[src/rtl/dmem_ctrl.sv]
// Data-side access controller: adds byte/half loads with extension and sub-word
// stores (read-modify-write) on top of a word-wide, 1-cycle-latency block RAM.
module dmem_ctrl #(
  parameter int WORD_LEN = 32,
  parameter int AWIDTH   = 16
) (
  input  logic                clk,
  input  logic                rst_n,
  input  logic                req_valid,
  output logic                req_ready,
  input  logic                req_we,
  input  logic [1:0]          req_size,
  input  logic                req_unsigned,
  input  logic [WORD_LEN-1:0] req_addr,
  input  logic [WORD_LEN-1:0] req_wdata,
  output logic                resp_valid,
  output logic [WORD_LEN-1:0] resp_rdata,
  output logic                resp_err,
  output logic [WORD_LEN-1:0] mem_addr,
  output logic                mem_wen,
  output logic [WORD_LEN-1:0] mem_wdata,
  input  logic [WORD_LEN-1:0] mem_rdata
);
  localparam int NUM_LANES = WORD_LEN / 8;

  typedef enum logic [2:0] {ST_IDLE, ST_LD_WAIT, ST_RD, ST_WR, ST_ERR} state_t;

  typedef struct packed {
    logic [WORD_LEN-1:0] addr;
    logic [1:0]          size;
    logic                uns;
  } req_t;

  state_t              state;
  req_t                lat;
  logic [WORD_LEN-1:0] wbuf;   // store data, then the merged word for sub-word stores

  logic accept, req_bad;
  assign req_ready = (state == ST_IDLE);
  assign accept    = req_valid & req_ready;
  assign req_bad   = (req_size == 2'd3)
                   | ((req_size == 2'd1) & req_addr[0])
                   | ((req_size == 2'd2) & (|req_addr[1:0]))
                   | (|req_addr[WORD_LEN-1:AWIDTH]);

  // Read is issued straight from the request in IDLE so data lands next cycle.
  assign mem_addr  = (state == ST_IDLE) ? {req_addr[WORD_LEN-1:2], 2'b00}
                                        : {lat.addr[WORD_LEN-1:2], 2'b00};
  assign mem_wen   = (state == ST_WR) & rst_n;
  assign mem_wdata = wbuf;

  // Load lane select and extension
  logic [NUM_LANES-1:0][7:0] rd_lanes;
  logic [7:0]                ld_b;
  logic [15:0]               ld_h;
  logic [WORD_LEN-1:0]       ld_data;

  assign rd_lanes = mem_rdata;
  assign ld_b     = rd_lanes[lat.addr[1:0]];
  assign ld_h     = lat.addr[1] ? mem_rdata[31:16] : mem_rdata[15:0];

  always_comb begin
    ld_data = mem_rdata;
    case (lat.size)
      2'd0: ld_data = lat.uns ? {{(WORD_LEN-8){1'b0}}, ld_b}
                              : {{(WORD_LEN-8){ld_b[7]}}, ld_b};
      2'd1: ld_data = lat.uns ? {{(WORD_LEN-16){1'b0}}, ld_h}
                              : {{(WORD_LEN-16){ld_h[15]}}, ld_h};
      default: ld_data = mem_rdata;
    endcase
  end

  // Store merge: enabled lanes take store bytes, the rest keep the read word
  logic [NUM_LANES-1:0]      be;
  logic [NUM_LANES-1:0][7:0] mrg;

  genvar g;
  for (g = 0; g < NUM_LANES; g++) begin : g_lane
    localparam logic [1:0] LN = 2'(g);
    assign be[g]  = (lat.size == 2'd0) ? (lat.addr[1:0] == LN) : (lat.addr[1] == LN[1]);
    assign mrg[g] = !be[g]             ? rd_lanes[g] :
                    (lat.size == 2'd0) ? wbuf[7:0]   :
                    (LN[0] ? wbuf[15:8] : wbuf[7:0]);
  end

  always_ff @(posedge clk) begin
    if (!rst_n) begin
      state      <= ST_IDLE;
      lat        <= '0;
      wbuf       <= '0;
      resp_valid <= 1'b0;
      resp_rdata <= '0;
      resp_err   <= 1'b0;
    end else begin
      resp_valid <= 1'b0;
      case (state)
        ST_IDLE: if (accept) begin
          lat  <= '{addr: req_addr, size: req_size, uns: req_unsigned};
          wbuf <= req_wdata;
          if (req_bad)                state <= ST_ERR;
          else if (!req_we)           state <= ST_LD_WAIT;
          else if (req_size == 2'd2)  state <= ST_WR;
          else                        state <= ST_RD;
        end
        ST_LD_WAIT: begin
          resp_valid <= 1'b1;
          resp_err   <= 1'b0;
          resp_rdata <= ld_data;
          state      <= ST_IDLE;
        end
        ST_RD: begin
          wbuf  <= mrg;
          state <= ST_WR;
        end
        ST_WR: begin
          resp_valid <= 1'b1;
          resp_err   <= 1'b0;
          resp_rdata <= '0;
          state      <= ST_IDLE;
        end
        ST_ERR: begin
          resp_valid <= 1'b1;
          resp_err   <= 1'b1;
          resp_rdata <= '0;
          state      <= ST_IDLE;
        end
        default: state <= ST_IDLE;
      endcase
    end
  end
endmodule

[config.mk]
export PLATFORM = sky130hd
export DESIGN_NAME = dmem_ctrl
export DESIGN_NICKNAME = d
export VERILOG_FILES = /design/src/rtl/dmem_ctrl.sv
export SDC_FILE = /design/constraint.sdc
export NUM_CORES = 1
export LEC_CHECK = 0
export ABC_AREA = 1
export BUFFER_PORTS_ARGS = -buffer_cell sky130_fd_sc_hd__clkbuf_2
export CORE_MARGIN = 8
export CORE_UTILIZATION = 49
export CTS_CLUSTER_DIAMETER = 30
export DETAILED_ROUTE_END_ITERATION = 16
export GPL_TIMING_DRIVEN = 0
export PLACE_DENSITY_LB_ADDON = 0.1
export SLEW_MARGIN = 20
export SYNTH_ARGS = -nofsm -noshare
export SYNTH_HDL_FRONTEND = slang
export SYNTH_SLANG_ARGS = --single-unit
[constraint.sdc]
create_clock -name clk -period 1.75 [get_ports clk]
set_input_delay 0.2625 -clock clk [delete_from_list [all_inputs] [get_ports clk]]
set_output_delay 0.2625 -clock clk [all_outputs]
set_load 0.02 [all_outputs]
## Word-level counts from Yosys, hierarchy flattened

Index checks and enable logic that the tools add are counted.
Widths: inputs -> output; s select.

- Logic and storage cells: 71
- Input port bits: 103
- Flip-flop bits (word level): 104
- Output and inout port bits: 100

- Bitwise operators: 8
- Equal/unequal tests: 13
- Reduce and logical (&&, ||, !) cells: 14
- Order comparisons: 1
- Muxes and demuxes: 26

Operator list:

| cell | count |
|---|---|
| $pmux 32 s2 | 3 |
| $mux 32 | 4 |
| $mux 8 | 6 |
| $bmux 8 s2 | 1 |
| $mux 16 | 1 |
| $reduce_or 16->1 | 1 |
| $eq 2x2->1 const B | 4 |
| $eq 2x1->1 const B | 3 |
| $eq 3x2->1 const B | 2 |
| $mux 1 | 6 |
| $mux 3 | 2 |
| $pmux 3 s2 | 1 |
| $reduce_bool 2->1 | 3 |
| $reduce_or 2->1 | 3 |
| $and 1x1->1 | 4 |
| $logic_not 2->1 | 2 |
| $reduce_and 2->1 | 2 |
| $eq 3x1->1 const B | 1 |
| $eq 3x3->1 const B | 1 |
| $logic_not 3->1 | 1 |
| $lt 2x3->1 const B | 1 |
| $or 1x1->1 | 3 |
| $reduce_and 3->1 | 1 |
| $reduce_or 3->1 | 1 |
| other kinds (5) | 5 |

## Logic depth before layout (Yosys ltp)

- Depth after elaboration: 8
- Depth in mapped cells: 11
- Gate-level depth less buffers: 9

## Worst setup path before layout

OpenSTA, ideal clock, no wires.

- Path kind: reg-to-output
- Start point: reg state[1]
- End point: out mem_addr[10]
- Path slack: -0.005 ns
- Arrival time: 1.492 ns
- Path buffers: 2
- Data required time: 1.487 ns
- Stages on the path, launching flop included: 7
- Cell sequence: dfxtp_1 > inv_1 > nand2_2 > inv_1 > buf_2 > buf_2 > o21ai_0

- Cells in the longest elaborated chain, start to end: 2

Ends and longest elaborated chain:

| item | line | text |
|---|---|---|
| from (decl) | 34 | `state_t state;` |
| from (signal assigned) | 88 | `state <= ST_IDLE;` |
| from (signal assigned) | 100 | `if (req_bad) state <= ST_ERR;` |
| from (signal assigned) | 101 | `else if (!req_we) state <= ST_LD_WAIT;` |
| $logic_not 3->1 | n/a |  |
| named net req_ready | 10 | `output logic req_ready,` |
| $mux 32 | 47 | `assign mem_addr = (state == ST_IDLE) ? {req_addr[WORD_LEN-1:2], 2'b00}` |
| to (decl) | 19 | `output logic [WORD_LEN-1:0] mem_addr,` |

The timed path passes the listed nets, and every way through them passes these cells.

## Worst setup path after layout

- Start point: reg state[2]
- End point: out mem_addr[31]

- Cells in the longest elaborated chain, start to end: 2

Ends and longest elaborated chain:

| item | line |
|---|---|
| $logic_not 3->1 | 47 |
| $mux 32 | 47 |

Every way passes these cells.

==> impl_metrics.csv <==
group,metric,value,unit
run_status,status,"complete, but fails checks",
run_status,violations,"negative setup slack",
final_layout,diodes,0,
clocking,path_clk_slew,0.10,ns
grt,grt_pass1_wl,30.2,mm
logic_synthesis,synth-edff-count,0,
final_layout,nets,1112,
power_and_ir_drop,ir_worst_vdd,0.498,mV
setup_path,cp_data_arrival_time,1.49,ns
floorplan,ios,203,
setup_path,path_class,"flip-flop to output port",
job,maxCapViolations,0,
clocking,cts_sinks,104,
sta,relSlewSlack,0.586,
logic_synthesis,yosys_warnings,0,
power_and_ir_drop,powerDensity,777,nW/um^2
sta,hold_viol_final,0,
logic_synthesis,ys_top_cells_by_area,"dfxtp_1, o21ai_0, nand2_1",
logic_synthesis,synth_top_family_by_area,"compound AO/OA/AOI/OAI gates",
final_layout,finalNonFillerCells,1153,
setup_path,endpoint_kind,"output port",
placed_design,preCtsSetupSlack,-0.0293,ns
routing,wl_per_cell,16.2,um
sta,whs,0.165,ns
setup_path,cp.required,1.49,ns
floorplan,die_w,120,um
routing,ant_nets,0,
sta,min_period,1.76,ns
clocking,clock_tree.buffer_depth,2,
placed_design,port_buffers,199,
final_layout,area_growth_syn_to_layout,31.3,%
logic_synthesis,synth_cell_types,28,
logic_synthesis,synthMuxAreaShare,0,
logic_synthesis,synth_area,5320,um^2
grt,antenna_found_initial,0,
logic_synthesis,seq_area_frac_synth,0.391,
sta,period_share,1.00,
clocking,cts_root_buf,"clkbuf_8",
logic_synthesis,ys_async_sr_fraction,0,
power_and_ir_drop,p_leak,3.21,nW
setup_path,worst_setup_path_start_kind,"flip-flop",
placed_design,place_congestion,0.969,
sta,rsz0062_at_grt,"yes",
clocking,cts_buffers,9,
sta,finalSetupViolCount,1,
clocking,hold_buffers,0,
placed_design,dp.cells,1130,
logic_synthesis,synth_area_per_cell,6.73,um^2
clocking,worstSkewPairLatency,0.37,ns
final_layout,fillers,1056,
logic_synthesis,synth_largest_area_cell,"dfxtp_1",
routing,drt_iter0_drc,458,
grt,grt_pass1_vias,6037,
sta,finClkSkew,0.0126,ns
logic_synthesis,syn_inst,790,
floorplan,die_area,14400,um^2
sta,fin_ws,-0.00657,ns
logic_synthesis,synthAdderAreaFrac,0,
floorplan,num_rows,38,
routing,dr.pass1.iters,5,
placed_design,hpwl,14.6,mm
sta,tightest_slew,0.621,ns
setup_path,critPathMaxFanout,7,
logic_synthesis,yosys.area_share.xor_xnor,0,
logic_synthesis,ys_ff_latch,104,
logic_synthesis,synth-main-ff-cell,"dfxtp_1",
logic_synthesis,synth_compound_gate_area_share,0.285,
floorplan,die_h,120,um
min_path,hp-class,"input pin to flip-flop",
routing,vias_per_cell,5.36,
routing,wirelength,18.7,mm
clocking,htreeDepth,3,
sta,final_max_slew_viol_count,0,
logic_synthesis,yosysMostFrequentCell,"nand2_1",
logic_synthesis,synthTopCellsByCount,"nand2_1, o21ai_0, dfxtp_1",
grt,grt_util_all_layers,0.255,
clocking,cts_tree,"yes",
logic_synthesis,synth_top_area_frac,0.391,
sta,fmax,569,MHz
routing,num_vias,6182,
grt,grt_overflow_total,0,
floorplan,start_util,0.497,
logic_synthesis,synth-simple-area-share,0.223,
floorplan,core-area,10700,um^2
routing,drcViolationCount,0,
grt,grt_max_degree,18,
final_layout,layout-drive-gt1-share,0.296,
[layer usage]
layer  global-route usage  up-vias  part of all wire
li1                     -     3069                 -
met1                0.311     2805              0.42
met2                0.432      268              0.47
met3               0.0592       40             0.080
met4               0.0921        0             0.030
met5                    0        -                 0
[final cells by class]
class,count,area [um^2],area share
Multi-Input combinational cell,561,2780,0.398
Inverter,70,268,0.0384
Tap cell,140,175,0.0251
Sequential cell,104,2090,0.299
Clock inverter,6,67.6,0.00968
Clock buffer,9,124,0.0177
Buffer,55,317,0.0453
Timing Repair Buffer,208,1170,0.167
[logic make-up after synthesis]
family                 count (synthesis)
AOI/OAI and AO/OA                    283
other                                  1
buffers and inverters                126
DFF                                  104
and+or+nand+nor                      276
[sequential cells by signal, indices dropped and copies added, names as in the netlist]
name	flops
mem_wdata	32
state	3
resp_rdata	32
resp_valid	1
resp_err	1
lat	35
[worst max-delay path, stage by stage (launching register included)]
cell	delay (ns)
dfxtp_2	0.35
nor2_4	0.13
nand2_4	0.10
buf_4	0.15
buf_4	0.13
nand2_1	0.04
o21ai_1	0.07
buf_4	0.16
[worst paths after layout]
| kind | startpoint | end | slack [ns] | depth (start not counted) |
|---|---|---|---|---|
| setup reg to reg | state[2]$_SDFFE_PN0P_ | lat[8]$_SDFFE_PN0P_ | 0.11 | 9 |
| hold / removal | req_addr[23] | lat[26]$_SDFFE_PN0P_ | 0.17 | 3 |
| setup / recovery | state[2]$_SDFFE_PN0P_ | mem_addr[31] | -0.007 | 7 |
| hold reg to reg | lat[14]$_SDFFE_PN0P_ | lat[14]$_SDFFE_PN0P_ | 0.46 | 2 |
[stage by stage]
stage                     setup TNS, ns  total power [mW]  cell area, um^2   util
after floorplan                 -0.0406              3.36             5320      -
after global placement          -0.0327              3.81             6490  0.607
after detailed placement        -0.0293              3.82             6490  0.607
after CTS                        -0.224              5.39             6870  0.643
after global routing              -1.58              5.69             6980  0.653
final                          -0.00657              5.42             6980  0.653
[timing repair]
action | CTS | global route
endpoints found under the setup margin | 31 | 85
cloned | 1 | 0
gates resized for setup | 67 | 67
pin swaps | 1 | 3
buffers inserted | 6 | 2
[cell usage in the layout, fill, tap and decap left out, types with 3 or more instances in the layout]
| cell | count |
|---|---|
| buf_2 | 22 |
| buf_4 | 26 |
| buf_6 | 8 |
| nand2_1 | 175 |
| inv_1 | 60 |
| nor2_1 | 42 |
| o21a_1 | 8 |
| or2_2 | 4 |
| nor2_4 | 8 |
| clkbuf_2 | 169 |
| inv_2 | 7 |
| nand2_2 | 5 |
| a21oi_1 | 95 |
| o21ai_2 | 9 |
| or2_0 | 3 |
| nand4_1 | 6 |
| o211ai_1 | 31 |
| o21ai_1 | 20 |
| clkbuf_1 | 21 |
| dfxtp_2 | 3 |
| dfxtp_1 | 101 |
| nand3_1 | 26 |
| clkbuf_4 | 11 |
| o21ai_0 | 118 |
| clkbuf_8 | 12 |
[power by group]
| part | internal (mW) | switching (mW) | leakage [nW] | total (mW) |
|---|---|---|---|---|
| Combinational | 0.483 | 0.855 | 2.26 | 1.34 |
| Clock | 0.663 | 0.872 | 0.0921 | 1.54 |
| Sequential | 2.49 | 0.0622 | 0.855 | 2.55 |
| Total | 3.63 | 1.79 | 3.21 | 5.42 |
Note: power is estimated with default switching activity, not from simulation.
